[config.mk]
export PLATFORM = sky130hd
export DESIGN_NAME = control_escaneo_teclado_flat
export DESIGN_NICKNAME = d
export VERILOG_FILES = /design/src/rtl/control_escaneo_teclado_pkg.sv /design/src/rtl/control_escaneo_teclado_if.sv /design/src/rtl/control_escaneo_teclado_sincronizador_2ff.sv /design/src/rtl/control_escaneo_teclado.sv /design/src/flat_wrapper.sv
export SDC_FILE = /design/constraint.sdc
export NUM_CORES = 1
export LEC_CHECK = 0
export BUFFER_PORTS_ARGS = -buffer_cell sky130_fd_sc_hd__buf_2
export CAP_MARGIN = 20
export CORE_MARGIN = 4
export CORE_UTILIZATION = 45
export CTS_CLUSTER_SIZE = 30
export DETAILED_ROUTE_END_ITERATION = 10
export PLACE_DENSITY_LB_ADDON = 0.3
export SLEW_MARGIN = 20
export SYNTH_ARGS = -nofsm -noshare
export SYNTH_HDL_FRONTEND = slang
export SYNTH_SLANG_ARGS = --single-unit
[constraint.sdc]
create_clock -name clk -period 4.7 [get_ports clk]
set_input_delay 0.94 -clock clk [delete_from_list [all_inputs] [get_ports clk]]
set_output_delay 0.94 -clock clk [all_outputs]
set_load 0.02 [all_outputs]
[src/rtl/control_escaneo_teclado_pkg.sv]
// Shared definitions for the keypad scanner: FSM state encoding and the
// width helper that consumers of `codigo` use to size their code bus.
package control_escaneo_teclado_pkg;

  // FSM state encoding. The constants are plain logic vectors so that older
  // tools and code that compares against raw values still work.
  localparam logic [1:0] SCAN         = 2'd0;
  localparam logic [1:0] DEBOUNCE     = 2'd1;
  localparam logic [1:0] EMIT         = 2'd2;
  localparam logic [1:0] WAIT_RELEASE = 2'd3;

  // Ceiling log2. Returns at least 1 so that single-entry ranges still
  // produce a usable 1-bit vector.
  function automatic int unsigned clog2(input int unsigned value);
    int unsigned width;
    width = 1;
    while ((64'd1 << width) < 64'(value)) width = width + 1;
    return width;
  endfunction

endpackage

[src/rtl/control_escaneo_teclado_if.sv]
// Code delivery channel from the keypad scanner to its consumer.
//   codigo        : key code, row*N_COLS + col
//   codigo_valido : code available (valid)
//   codigo_listo  : consumer accepts the code (ready)
// master = scanner side, slave = consumer side.
interface control_escaneo_teclado_if
  import control_escaneo_teclado_pkg::*;
#(
  parameter int unsigned CODE_W = clog2(16)
);

  logic [CODE_W-1:0] codigo;
  logic              codigo_valido;
  logic              codigo_listo;

  modport master (
    output codigo,
    output codigo_valido,
    input  codigo_listo
  );

  modport slave (
    input  codigo,
    input  codigo_valido,
    output codigo_listo
  );

endinterface

[src/rtl/control_escaneo_teclado_sincronizador_2ff.sv]
// Two-flop synchronizer for an N-bit bus of asynchronous inputs.
//   clk, rst_n : clock and async active-low reset
//   d          : asynchronous input bus
//   q          : synchronized output bus (two cycles of latency)
// Both stages reset to all ones when RESET_ONES=1 (idle level of pulled-up
// lines), otherwise to all zeros.
module sincronizador_2ff #(
  parameter int unsigned W          = 4,
  parameter bit          RESET_ONES = 1'b1
) (
  input  logic         clk,
  input  logic         rst_n,
  input  logic [W-1:0] d,
  output logic [W-1:0] q
);

  logic [W-1:0] meta;

  // Metastability stage followed by the output stage.
  always_ff @(posedge clk or negedge rst_n) begin
    if (!rst_n) begin
      meta <= {W{RESET_ONES}};
      q    <= {W{RESET_ONES}};
    end else begin
      meta <= d;
      q    <= meta;
    end
  end

endmodule

[src/rtl/control_escaneo_teclado.sv]
// Matrix keypad scanner. Drives one column low at a time, samples the
// (active-low) row lines, debounces a single pressed key and hands its code
// to the consumer over a valid/ready channel. One event per press.
//   clk, rst_n        : clock, async active-low reset
//   fila_in           : raw row lines, active-low, asynchronous
//   col_out           : column drive, one-hot active-low
//   tecla_presionada  : debounced key currently held
//   error_multiple    : 1-cycle pulse when a sample shows more than one row low
//   bus (master)      : codigo / codigo_valido / codigo_listo
module control_escaneo_teclado
  import control_escaneo_teclado_pkg::*;
#(
  parameter int unsigned N_COLS       = 4,
  parameter int unsigned N_ROWS       = 4,
  parameter int unsigned SETTLE_CYC   = 1000,
  parameter int unsigned DEBOUNCE_CYC = 6_000_000
) (
  input  logic                  clk,
  input  logic                  rst_n,
  input  logic [N_ROWS-1:0]     fila_in,
  output logic [N_COLS-1:0]     col_out,
  output logic                  tecla_presionada,
  output logic                  error_multiple,
  control_escaneo_teclado_if.master bus
);

  localparam int unsigned CODE_W  = clog2(N_ROWS * N_COLS);
  localparam int unsigned COL_W   = clog2(N_COLS);
  localparam int unsigned ROW_W   = clog2(N_ROWS);
  localparam int unsigned ZC_W    = ROW_W + 1;
  localparam int unsigned CNT_MAX = (SETTLE_CYC > DEBOUNCE_CYC) ? SETTLE_CYC : DEBOUNCE_CYC;
  localparam int unsigned CNT_W   = clog2(CNT_MAX + 1);

  logic [N_ROWS-1:0] fila_s;

  logic [1:0]        state_q, state_d;
  logic [CNT_W-1:0]  cnt_q, cnt_d, cnt_inc;
  logic [COL_W-1:0]  col_idx_q, col_idx_d, col_wrap;
  logic [N_COLS-1:0] col_out_d;
  logic [ROW_W-1:0]  fila_cap_q, fila_cap_d;
  logic [N_ROWS-1:0] patron_q, patron_d;
  logic [CODE_W-1:0] codigo_q, codigo_d, codigo_calc;
  logic              valido_q, valido_d;
  logic              tecla_d;
  logic              error_d;

  logic [ZC_W-1:0]   zeros;
  logic [ROW_W-1:0]  zero_row;

  sincronizador_2ff #(
    .W          (N_ROWS),
    .RESET_ONES (1'b1)
  ) u_sync_filas (
    .clk   (clk),
    .rst_n (rst_n),
    .d     (fila_in),
    .q     (fila_s)
  );

  assign bus.codigo        = codigo_q;
  assign bus.codigo_valido = valido_q;

  // Number of rows pulled low and the index of the (last) low row.
  always_comb begin
    zeros    = '0;
    zero_row = '0;
    for (int i = 0; i < int'(N_ROWS); i++) begin
      if (!fila_s[i]) begin
        zeros    = zeros + ZC_W'(1);
        zero_row = ROW_W'(i);
      end
    end
  end

  // Shared arithmetic: counter increment, wrapped next column, key code.
  always_comb begin
    cnt_inc     = cnt_q + CNT_W'(1);
    col_wrap    = (col_idx_q == COL_W'(N_COLS - 1)) ? '0 : col_idx_q + COL_W'(1);
    codigo_calc = CODE_W'(CODE_W'(fila_cap_q) * CODE_W'(N_COLS)) + CODE_W'(col_idx_q);
  end

  // Next-state and next-output logic.
  always_comb begin
    state_d    = state_q;
    cnt_d      = cnt_q;
    col_idx_d  = col_idx_q;
    fila_cap_d = fila_cap_q;
    patron_d   = patron_q;
    codigo_d   = codigo_q;
    valido_d   = valido_q;
    tecla_d    = tecla_presionada;
    error_d    = 1'b0;

    case (state_q)
      SCAN: begin
        if (cnt_q >= CNT_W'(SETTLE_CYC)) begin
          cnt_d = '0;
          if (zeros == ZC_W'(1)) begin
            // Single key on this column: keep driving it while debouncing.
            state_d    = DEBOUNCE;
            fila_cap_d = zero_row;
            patron_d   = fila_s;
          end else begin
            col_idx_d = col_wrap;
            if (zeros > ZC_W'(1)) error_d = 1'b1;
          end
        end else begin
          cnt_d = cnt_inc;
        end
      end

      DEBOUNCE: begin
        if (fila_s == patron_q) begin
          if (cnt_inc >= CNT_W'(DEBOUNCE_CYC)) begin
            state_d  = EMIT;
            cnt_d    = '0;
            codigo_d = codigo_calc;
            valido_d = 1'b1;
            tecla_d  = 1'b1;
          end else begin
            cnt_d = cnt_inc;
          end
        end else begin
          // Bounce: rescan the same column from a fresh settle period.
          cnt_d   = '0;
          state_d = SCAN;
        end
      end

      EMIT: begin
        // Rows are ignored here; the event completes even if the key is gone.
        if (bus.codigo_listo) begin
          valido_d = 1'b0;
          state_d  = WAIT_RELEASE;
          cnt_d    = '0;
        end
      end

      WAIT_RELEASE: begin
        if (&fila_s) begin
          if (cnt_inc >= CNT_W'(DEBOUNCE_CYC)) begin
            tecla_d   = 1'b0;
            col_idx_d = col_wrap;
            state_d   = SCAN;
            cnt_d     = '0;
          end else begin
            cnt_d = cnt_inc;
          end
        end else begin
          cnt_d = '0;
        end
      end

      default: begin
        state_d = SCAN;
        cnt_d   = '0;
      end
    endcase

    col_out_d = ~(N_COLS'(1) << col_idx_d);
  end

  // State, counters and registered outputs.
  always_ff @(posedge clk or negedge rst_n) begin
    if (!rst_n) begin
      state_q          <= SCAN;
      cnt_q            <= '0;
      col_idx_q        <= '0;
      col_out          <= ~(N_COLS'(1));
      fila_cap_q       <= '0;
      patron_q         <= '1;
      codigo_q         <= '0;
      valido_q         <= 1'b0;
      tecla_presionada <= 1'b0;
      error_multiple   <= 1'b0;
    end else begin
      state_q          <= state_d;
      cnt_q            <= cnt_d;
      col_idx_q        <= col_idx_d;
      col_out          <= col_out_d;
      fila_cap_q       <= fila_cap_d;
      patron_q         <= patron_d;
      codigo_q         <= codigo_d;
      valido_q         <= valido_d;
      tecla_presionada <= tecla_d;
      error_multiple   <= error_d;
    end
  end

endmodule

[src/flat_wrapper.sv]
// flat-port wrapper written by rule: the top's interface ports become plain ports
module control_escaneo_teclado_flat import control_escaneo_teclado_pkg::*;
#(
  parameter int unsigned N_COLS       = 4,
  parameter int unsigned N_ROWS       = 4,
  parameter int unsigned SETTLE_CYC   = 1000,
  parameter int unsigned DEBOUNCE_CYC = 6_000_000
)
  (clk, rst_n, fila_in, col_out, tecla_presionada, error_multiple, bus_codigo, bus_codigo_valido, bus_codigo_listo);
  control_escaneo_teclado_if #(.CODE_W(4)) bus_i ();
  input  logic clk;
  input  logic rst_n;
  input  logic [N_ROWS-1:0] fila_in;
  output logic [N_COLS-1:0] col_out;
  output logic tecla_presionada;
  output logic error_multiple;
  output wire logic [$bits(bus_i.codigo)-1:0] bus_codigo;
  output wire logic [$bits(bus_i.codigo_valido)-1:0] bus_codigo_valido;
  input wire logic [$bits(bus_i.codigo_listo)-1:0] bus_codigo_listo;
  assign bus_codigo = bus_i.codigo;
  assign bus_codigo_valido = bus_i.codigo_valido;
  assign bus_i.codigo_listo = bus_codigo_listo;
  control_escaneo_teclado #(.N_COLS(N_COLS), .N_ROWS(N_ROWS), .SETTLE_CYC(SETTLE_CYC), .DEBOUNCE_CYC(DEBOUNCE_CYC)) u_core (.clk(clk), .rst_n(rst_n), .fila_in(fila_in), .col_out(col_out), .tecla_presionada(tecla_presionada), .error_multiple(error_multiple), .bus(bus_i));
endmodule
==> flow_metrics.py, run 1 <==
metrics = {
    "clocking": {
        "clockRootBuffer": "clkbuf_8",
        "cts_max_path_buffers": 2,
        "cts_sinks": 52,
        "post-cts-setup-buffers": 0,
        "cts-resized-gates": 0,
        "cts_tree": "built",
        "cts_buffers": 5,
        "holdBufCountCts": 0,
        "clk_pin_slew_ns": 0.11,
        "htreeDepth": 2,
        "clk_latency_ns": 0.32,
    },
    "hold_path": {
        "hold_class": "reg2reg",
    },
    "routing": {
        "wirelength_um": 6845,
        "route.vias.total": 2628,
        "via_per_inst": 5.853,
        "drt_iter0_drc": 164,
        "wl_per_cell_um": 15.24,
        "remaining_drc_errors": 0,
        "drtAntennaViolNets": 0,
        "first_pass_iters": 5,
    },
    "layout": {
        "antenna_cells": 0,
        "area_delta_synth_final_pct": 5.919,
        "layout.nets": 370,
        "nFillCells": 628,
        "final_layout_size_suffix_gt1_share_pct": 19.83,
    },
    "outcome": {
        "status": "finished clean",
    },
    "yosys": {
        "ys_warn_count": 0,
        "netlist_area_um2": 3213,
        "ys_types": 63,
        "synth_common_cells": "dfrtp_1 (37), nand2_1 (29), nand3_1 (22)",
        "synth_top_area_share_pct": 28.82,
        "yosys.area_share.simple_pct": 24.10,
        "synth_compound_area_share_pct": 18.03,
        "synth_xor_area_share_pct": 1.908,
        "synth_area_leaders": "dfrtp_1 (29%), dfstp_2 (12%), ha_1 (4.3%)",
        "syn-num-nets": 364,
        "ys_ff_latch": 52,
        "synth_fa_ha_area_share_pct": 4.283,
        "synth_most_common_cell": "dfrtp_1",
        "ys_seq_area_share_pct": 41.08,
        "yosys.area.top_type": "dfrtp_1",
        "synth_edf_count": 0,
        "synthMuxAreaShare_pct": 4.517,
        "synth.avg_cell_area_um2": 9.286,
        "synth_cells": 346,
        "async_flop_share_pct": 100.0,
        "synth_top_family_by_area": "simple AND/OR/NAND/NOR gates",
        "synthFlopType": "dfrtp_1",
    },
    "timing": {
        "period_minus_slack_ns": 3.724,
        "maxSlewHeadroom_pct": 31.10,
        "fin_crit_sh_pct": 79.23,
        "fin_tns_setup_ns": 0,
        "setup_viol": 0,
        "maxSlewViolCount": 0,
        "tightest_slew_ns": 1.029,
        "skew_ns": 0.01387,
        "rsz0062_at_grt": "no",
        "setup_ws_ns": 0.9760,
        "fmax_ghz": 0.2685,
        "hold_viol_final": 0,
    },
    "floorplan": {
        "ios": 18,
        "die_area_um2": 8556,
        "start_util_pct": 46.78,
        "die_x_um": 92.50,
        "core_um2": 6869,
        "rows": 30,
        "dieHeight_um": 92.50,
    },
    "placed_design": {
        "hpwlAfterDp_um": 4922,
        "gp_congestion": 0.8684,
        "post-place-ws_ns": 1.103,
        "io_buffers": 17,
    },
    "power": {
        "p_per_area_nw_per_um2": 228.3,
        "peakVddDrop_uv": 128.9,
        "p_leak_nw": 1.361,
    },
    "critical_path": {
        "crit_path_end_kind": "flip-flop",
        "crit_path_top_delay_cell": "a31oi_1",
        "crit_chain": "ha_1 > and4_1 > nand2_2 > or4_4 > a21oi_2 > o2111ai_2 > a31oi_1 > o21ai_0 > a22o_1",
        "slowest_delay_ns": 0.88,
        "crit_type": "reg2reg",
        "cp-start-kind": "flip-flop",
        "critPathRequiredTime_ns": 4.91,
        "path_buf_inv": 0,
        "path_delay_family": "compound AO/OA/AOI/OAI gates",
        "path_max_fanout": 12,
        "worstPathArrival_ns": 3.93,
    },
    "job": {
        "drv_cap": 0,
    },
    "global_routing": {
        "grt_pass1_wl_um": 11920,
        "grt_max_degree": 53,
        "grt_usage_pct": 17.10,
        "overflow": 0,
        "grt_pass1_vias": 2469,
        "antenna_found_initial": 0,
    },
}
[cell type report]
cell class              count  area, um^2  area share [%]
multi-input cells         256        1698           49.89
repair buffers             19       100.1           2.941
clock buffers               5       68.82           2.022
flip-flops and latches     52        1320           38.79
inverters                  18       67.56           1.985
well taps                  96       120.1           3.529
clock inverters             3       28.78          0.8456
[power breakdown]
part	switching (mW)	internal, mW
Clock	0.171	0.113
Combinational	0.0222	0.0128
Sequential	0.00433	0.454
[kinds of logic after synthesis]
group | Yosys count
AOI/OAI and AO/OA | 84
muxes | 13
adders and majority gates | 11
DFF | 52
xor gates and xnor gates | 7
buffers and inverters | 38
and+or+nand+nor | 141
[state kept, by name (all words and copies together), names as in the netlist, named ones only]
name,count
u_core.col_idx_q,2
u_core.patron_q,4
u_core.col_out,4
u_core.u_sync_filas.q,4
u_core.tecla_presionada,1
u_core.error_multiple,1
u_core.bus.codigo_valido,1
u_core.state_q,1
u_core.bus.codigo,4
u_core.u_sync_filas.meta,4
u_core.fila_cap_q,2
u_core.cnt_q,23
[worst paths after layout]
path / start / to / slack (ns) / cells after the start
setup / recovery: u_core.cnt_q[0] / u_core.cnt_q[11] / 0.98 / 9
hold / removal: u_core.u_sync_filas.meta[2] / u_core.u_sync_filas.q[2] / 0.36 / 0
setup reg to reg: u_core.cnt_q[0] / u_core.cnt_q[11] / 0.98 / 9
hold reg to reg: u_core.u_sync_filas.meta[2] / u_core.u_sync_filas.q[2] / 0.36 / 0
max in group asynchronous: rst_n / u_core.cnt_q[4] / 3.55 / 2
min in group asynchronous: rst_n / u_core.state_q[0] / 0.72 / 2
[routing by layer]
layer | global-route usage (%) | vias to the layer above | wire, um
met5 | 0 | - | 0
met4 | 6.436 | 0 | 109
met3 | 3.006 | 9 | 296
met2 | 25.86 | 76 | 3045
met1 | 24.36 | 1257 | 3393
li1 | - | 1286 | -
[stage by stage]
stage	cells	total power, mW	hold WS [ns]	util [%]	area [um^2]
floorplan	346	0.4859	0.3452	-	3213
global placement	441	0.5012	0.3453	48.12	3306
detailed placement	441	0.5024	0.3469	48.12	3306
CTS	449	0.7876	0.3640	49.54	3403
global route	449	0.8109	0.3673	49.54	3403
finish	449	0.7770	0.3614	49.54	3403
[layout by cell type (no fill, tap or decap), types with 3 or more instances in the layout]
cell type,Yosys,final
nor4_1,8,8
nor3_1,12,12
and3_1,5,5
mux2_2,12,12
nor2_1,15,15
and4_1,3,3
nand2b_1,7,7
a21oi_1,16,16
ha_1,11,11
and2_2,3,3
a22o_1,9,9
dfstp_2,15,15
clkbuf_8,2,5
buf_2,4,17
inv_1,18,18
and2_1,6,6
nand2_1,29,29
a31oi_1,3,3
dfrtp_1,37,37
o22ai_1,3,3
nand4_1,10,10
a211oi_1,3,3
o311ai_0,3,3
a41oi_1,3,3
or4_1,3,3
xnor2_1,5,5
nand3_1,22,22
o21ai_0,20,20
o31ai_1,4,4
nor2b_1,4,4
(Power assumes the default switching activity.)
==> run 2: changes to the inputs <==
Clock period 4.7 ns to 3.3 ns, I/O delays scaled along.
==> run 2 against run 1 <==
Non-clock buffer count up 13. Combinational power increased by 52%. Hold slack lost 0.016 ns. Highest routed layer unchanged. Largest power group unchanged.
==> flow_metrics.py, run 2 (same netlist as run 1, synthesis figures left out) <==
metrics = {
    "outcome": {
        "status": "finished clean",
    },
    "timing": {
        "period_minus_slack_ns": 3.098,
        "fin_crit_sh_pct": 93.87,
        "rsz0062_at_grt": "no",
        "maxSlewViolCount": 0,
        "skew_ns": 0.009647,
        "fmax_ghz": 0.3228,
        "tightest_slew_ns": 0.6010,
        "setup_viol": 0,
        "fin_tns_setup_ns": 0,
        "hold_viol_final": 0,
        "maxSlewHeadroom_pct": 59.94,
    },
    "job": {
        "drv_cap": 0,
    },
    "routing": {
        "remaining_drc_errors": 0,
        "wirelength_um": 7181,
        "drt_iter0_drc": 240,
        "route.vias.total": 2720,
        "wl_per_cell_um": 15.54,
        "first_pass_iters": 5,
        "drtAntennaViolNets": 0,
        "via_per_inst": 5.887,
    },
    "critical_path": {
        "crit_chain": "ha_1 > and4_2 > nand3_1 > mux2_2 > a211oi_1 > o2111ai_2 > and2_1 > a311o_1 > or2_1",
        "path_max_fanout": 8,
        "worstPathArrival_ns": 3.30,
        "path_buf_inv": 0,
        "crit_path_end_kind": "flip-flop",
        "r2r_slack_ns": 0.20,
        "crit_type": "reg2reg",
        "critPathRequiredTime_ns": 3.51,
        "slowest_delay_ns": 0.45,
        "cp-start-kind": "flip-flop",
        "path_delay_family": "compound AO/OA/AOI/OAI gates",
        "crit_path_top_delay_cell": "dfrtp_1",
    },
    "floorplan": {
        "start_util_pct": 46.78,
        "rows": 30,
        "die_area_um2": 8556,
        "die_x_um": 92.50,
        "ios": 18,
        "core_um2": 6869,
        "dieHeight_um": 92.50,
    },
    "clocking": {
        "cts-resized-gates": 0,
        "clk_latency_ns": 0.31,
        "cts_buffers": 5,
        "htreeDepth": 2,
        "post-cts-setup-buffers": 0,
        "holdBufCountCts": 0,
        "clk_pin_slew_ns": 0.10,
        "clockRootBuffer": "clkbuf_8",
        "cts_sinks": 52,
        "cts_max_path_buffers": 2,
        "cts_tree": "built",
    },
    "hold_path": {
        "hold_class": "in2async",
    },
    "layout": {
        "layout_commonest_cell": "dfrtp_1",
        "nFillCells": 644,
        "layout_common_cells": "dfrtp_1 (37), nand2_1 (29), nand3_1 (22)",
        "final_cells": 462,
        "regArea_um2": 1320,
        "largest-register": "u_core.cnt_q",
        "layout.nets": 383,
        "final_layout_size_suffix_gt1_share_pct": 22.95,
        "area_delta_synth_final_pct": 8.879,
        "multi_input_area_um2": 1703,
        "largest_register_ffs": 23,
        "antenna_cells": 0,
    },
    "global_routing": {
        "grt_pass1_vias": 2442,
        "grt_pass1_wl_um": 12100,
        "grt_usage_pct": 17.42,
        "antenna_found_initial": 0,
        "overflow": 0,
        "grt_max_degree": 48,
    },
    "power": {
        "p_leak_nw": 1.423,
        "peakVddDrop_uv": 172.7,
        "p_per_area_nw_per_um2": 309.2,
    },
    "placed_design": {
        "gp_congestion": 0.9229,
        "hpwlAfterDp_um": 5139,
        "dp.cells": 454,
        "io_buffers": 17,
    },
}
## run 2: worst paths after layout
path	startpoint	endpoint	cells past startpoint
max reg2reg	u_core.cnt_q[0]	u_core.col_out[0]	9
min reg2reg	u_core.u_sync_filas.meta[0]	u_core.u_sync_filas.q[0]	0
max in group asynchronous	rst_n	u_core.u_sync_filas.q[2]	2
min	rst_n	u_core.tecla_presionada	1
max	u_core.cnt_q[0]	u_core.col_out[0]	9
min in group clk	u_core.u_sync_filas.meta[0]	u_core.u_sync_filas.q[0]	0
## run 2: area by class of cell
class / count / area share, %
multi-input cells: 256 / 48.68
clock buffers: 6 / 2.074
repair buffers: 32 / 5.722
clock inverters: 2 / 0.4292
flip-flops and latches: 52 / 37.73
well taps: 96 / 3.433
inverters: 18 / 1.931
## run 2: report_power, final
part           leakage (nW)  internal [mW]  total [mW]  switching [mW]
Sequential            0.658          0.647       0.653         0.00622
Clock                0.0457          0.152       0.375           0.223
Combinational         0.719         0.0198      0.0532          0.0334
Total                  1.42          0.819        1.08           0.263
## run 2: through the flow
stage	area [um^2]	power (mW)	hold slack [ns]	worst slack, ns	util, %
2_1_floorplan	3213	0.6921	0.3452	0.3343	-
3_3_place_gp	3403	0.7157	0.3460	0.2343	49.54
3_5_place_dp	3403	0.7178	0.3468	0.1601	49.54
4_1_cts	3491	1.093	0.3619	0.1344	50.82
5_1_grt	3498	1.120	0.3664	0.02951	50.93
6_report	3498	1.082	0.3456	0.2022	50.93
## run 2: metal layers
metal	part of all wire, %	GRT usage [%]
met4	2.4	6.064
met1	47	25.05
met2	45	26.65
met5	0	0
met3	5.1	2.600
==> run 3: changes to the inputs <==
Clock period 3.3 ns to 3.2 ns, I/O delays scaled along.
==> run 3 against run 2 <==
Maximum frequency shrank 1.1%. Combinational power is 24% higher. Sequential share of layout area fell by 1.4 points. Via count rose by 2.6%. Final cell count grew 3.2%. First-iteration DRC count fell by 7.1%. Non-clock buffer count grew 15. Clock skew is 0.0014 ns lower. Power is 5.2% higher. Die area stayed put. Routed wire length up 9.2%. Critical endpoint unchanged.
==> flow_metrics.py, run 3 (same netlist as run 1, synthesis figures left out) <==
metrics = {
    "timing": {
        "maxSlewHeadroom_pct": 59.49,
        "hold_viol_final": 0,
        "fmax_ghz": 0.3192,
        "fin_tns_setup_ns": 0,
        "rsz0062_at_grt": "yes",
        "fin_crit_sh_pct": 97.89,
        "setup_viol": 0,
        "skew_ns": 0.008209,
        "tightest_slew_ns": 0.6076,
        "hold_slack_ns": 0.3179,
        "period_minus_slack_ns": 3.133,
        "maxSlewViolCount": 0,
    },
    "clocking": {
        "cts_buffers": 5,
        "cts_sinks": 52,
        "clk_latency_ns": 0.32,
        "cts_max_path_buffers": 2,
        "cts_tree": "built",
        "htreeDepth": 2,
        "clockRootBuffer": "clkbuf_8",
        "clk_pin_slew_ns": 0.10,
    },
    "routing": {
        "first_pass_iters": 5,
        "route.vias.total": 2792,
        "via_per_inst": 5.853,
        "remaining_drc_errors": 0,
        "wl_per_cell_um": 16.44,
        "drtAntennaViolNets": 0,
        "drt_iter0_drc": 223,
        "wirelength_um": 7844,
    },
    "critical_path": {
        "slowest_delay_ns": 0.59,
        "crit_path_end_kind": "flip-flop",
        "crit_chain": "inv_1 > ha_1 > xnor2_2 > ha_1 > xor2_1 > a32o_1 > a21oi_2 > mux2_2 > a22o_1 > a311o_1 > or2_1",
        "cp-start-kind": "flip-flop",
        "cpMostUsedCell": "ha_1",
        "path_max_fanout": 5,
        "crit_type": "reg2reg",
        "worstPathArrival_ns": 3.35,
        "crit_path_top_delay_cell": "dfstp_2",
        "critPathRequiredTime_ns": 3.41,
    },
    "placed_design": {
        "gp_congestion": 0.9287,
        "hpwlAfterDp_um": 5479,
        "io_buffers": 17,
    },
    "global_routing": {
        "grt_pass1_wl_um": 12810,
        "grt_usage_pct": 18.74,
        "antenna_found_initial": 0,
        "overflow": 0,
        "grt_max_degree": 49,
        "grt_pass1_vias": 2605,
    },
    "layout": {
        "antenna_cells": 0,
        "largest-register": "u_core.cnt_q",
        "area_delta_synth_final_pct": 12.97,
        "nFillCells": 630,
        "layout.nets": 398,
        "layout_commonest_cell": "dfrtp_1",
        "layout_common_cells": "dfrtp_1 (37), buf_4 (31), nand2_1 (29)",
        "final_layout_size_suffix_gt1_share_pct": 26.77,
        "largest_register_ffs": 23,
        "postLayoutCoreUtil_pct": 52.84,
    },
    "floorplan": {
        "core_um2": 6869,
        "dieHeight_um": 92.50,
        "start_util_pct": 46.78,
        "ios": 18,
        "die_x_um": 92.50,
        "rows": 30,
        "die_area_um2": 8556,
    },
    "power": {
        "peakVddDrop_uv": 161.5,
        "p_per_area_nw_per_um2": 313.5,
        "p_total_mw": 1.138,
        "p_leak_nw": 1.505,
    },
    "outcome": {
        "status": "finished clean",
    },
    "hold_path": {
        "hold_class": "in2async",
    },
    "job": {
        "drv_cap": 0,
    },
}
-- run 3: where the power goes --
group	internal (mW)	total (mW)	leakage, nW	switching, mW
registers	0.667	0.672	0.658	0.00455
clock network	0.157	0.400	0.0489	0.244
logic	0.0259	0.0660	0.798	0.0402
total	0.849	1.14	1.50	0.288
-- run 3: worst paths after layout --
| path | start | end | slack (ns) | cells after the start |
|---|---|---|---|---|
| hold reg to reg | u_core.u_sync_filas.meta[3] | u_core.u_sync_filas.q[3] | 0.36 | 0 |
| hold / removal | rst_n | u_core.state_q[0] | 0.32 | 1 |
| min in group clk | u_core.u_sync_filas.meta[3] | u_core.u_sync_filas.q[3] | 0.36 | 0 |
| setup / recovery | u_core.u_sync_filas.q[0] | u_core.col_out[0] | 0.07 | 11 |
| setup reg to reg | u_core.u_sync_filas.q[0] | u_core.col_out[0] | 0.07 | 11 |
| max in group asynchronous | rst_n | u_core.u_sync_filas.q[0] | 2.28 | 2 |
-- run 3: metal layers --
| layer | wire (um) | GRT usage, % | vias up |
|---|---|---|---|
| met5 | 0 | 0 | - |
| met4 | 206 | 8.787 | 0 |
| met2 | 3618 | 27.92 | 102 |
| met1 | 3526 | 26.12 | 1332 |
| met3 | 493 | 3.656 | 18 |
| li1 | - | - | 1340 |
-- run 3: worst max-delay path, delay by kind of cell, from the launching register on --
kind,cells,cell delay (ns)
buffers and inverters,1,0.05
adders and majority gates,2,0.56
muxes,1,0.36
xor gates and xnor gates,2,0.33
AOI/OAI and AO/OA,4,0.92
and+or+nand+nor,1,0.22
DFF,1,0.59
-- run 3: layout make-up --
type / count / area [um^2] / area share [%]
clock inverters: 3 / 20.02 / 0.5515
clock buffers: 5 / 68.82 / 1.896
flip-flops and latches: 52 / 1320 / 36.37
multi-input cells: 256 / 1720 / 47.40
inverters: 18 / 67.56 / 1.861
well taps: 96 / 120.1 / 3.309
repair buffers: 47 / 312.8 / 8.618
-- run 3: stage by stage --
step / instance area (um^2) / std cells / setup WS, ns
floorplan: 3213 / 346 / 0.2343
detailed placement: 3493 / 466 / 0.01282
finish: 3630 / 477 / 0.06743
global route: 3630 / 477 / -0.06052
global placement: 3493 / 466 / 0.1585
CTS: 3590 / 474 / 0.01982
-- run 3: repair_timing --
item,CTS,global route
endpoints found under the setup margin,1,6
hold buffers,0,0
pin swaps,0,0
resized for setup,1,4
buffers inserted,0,3
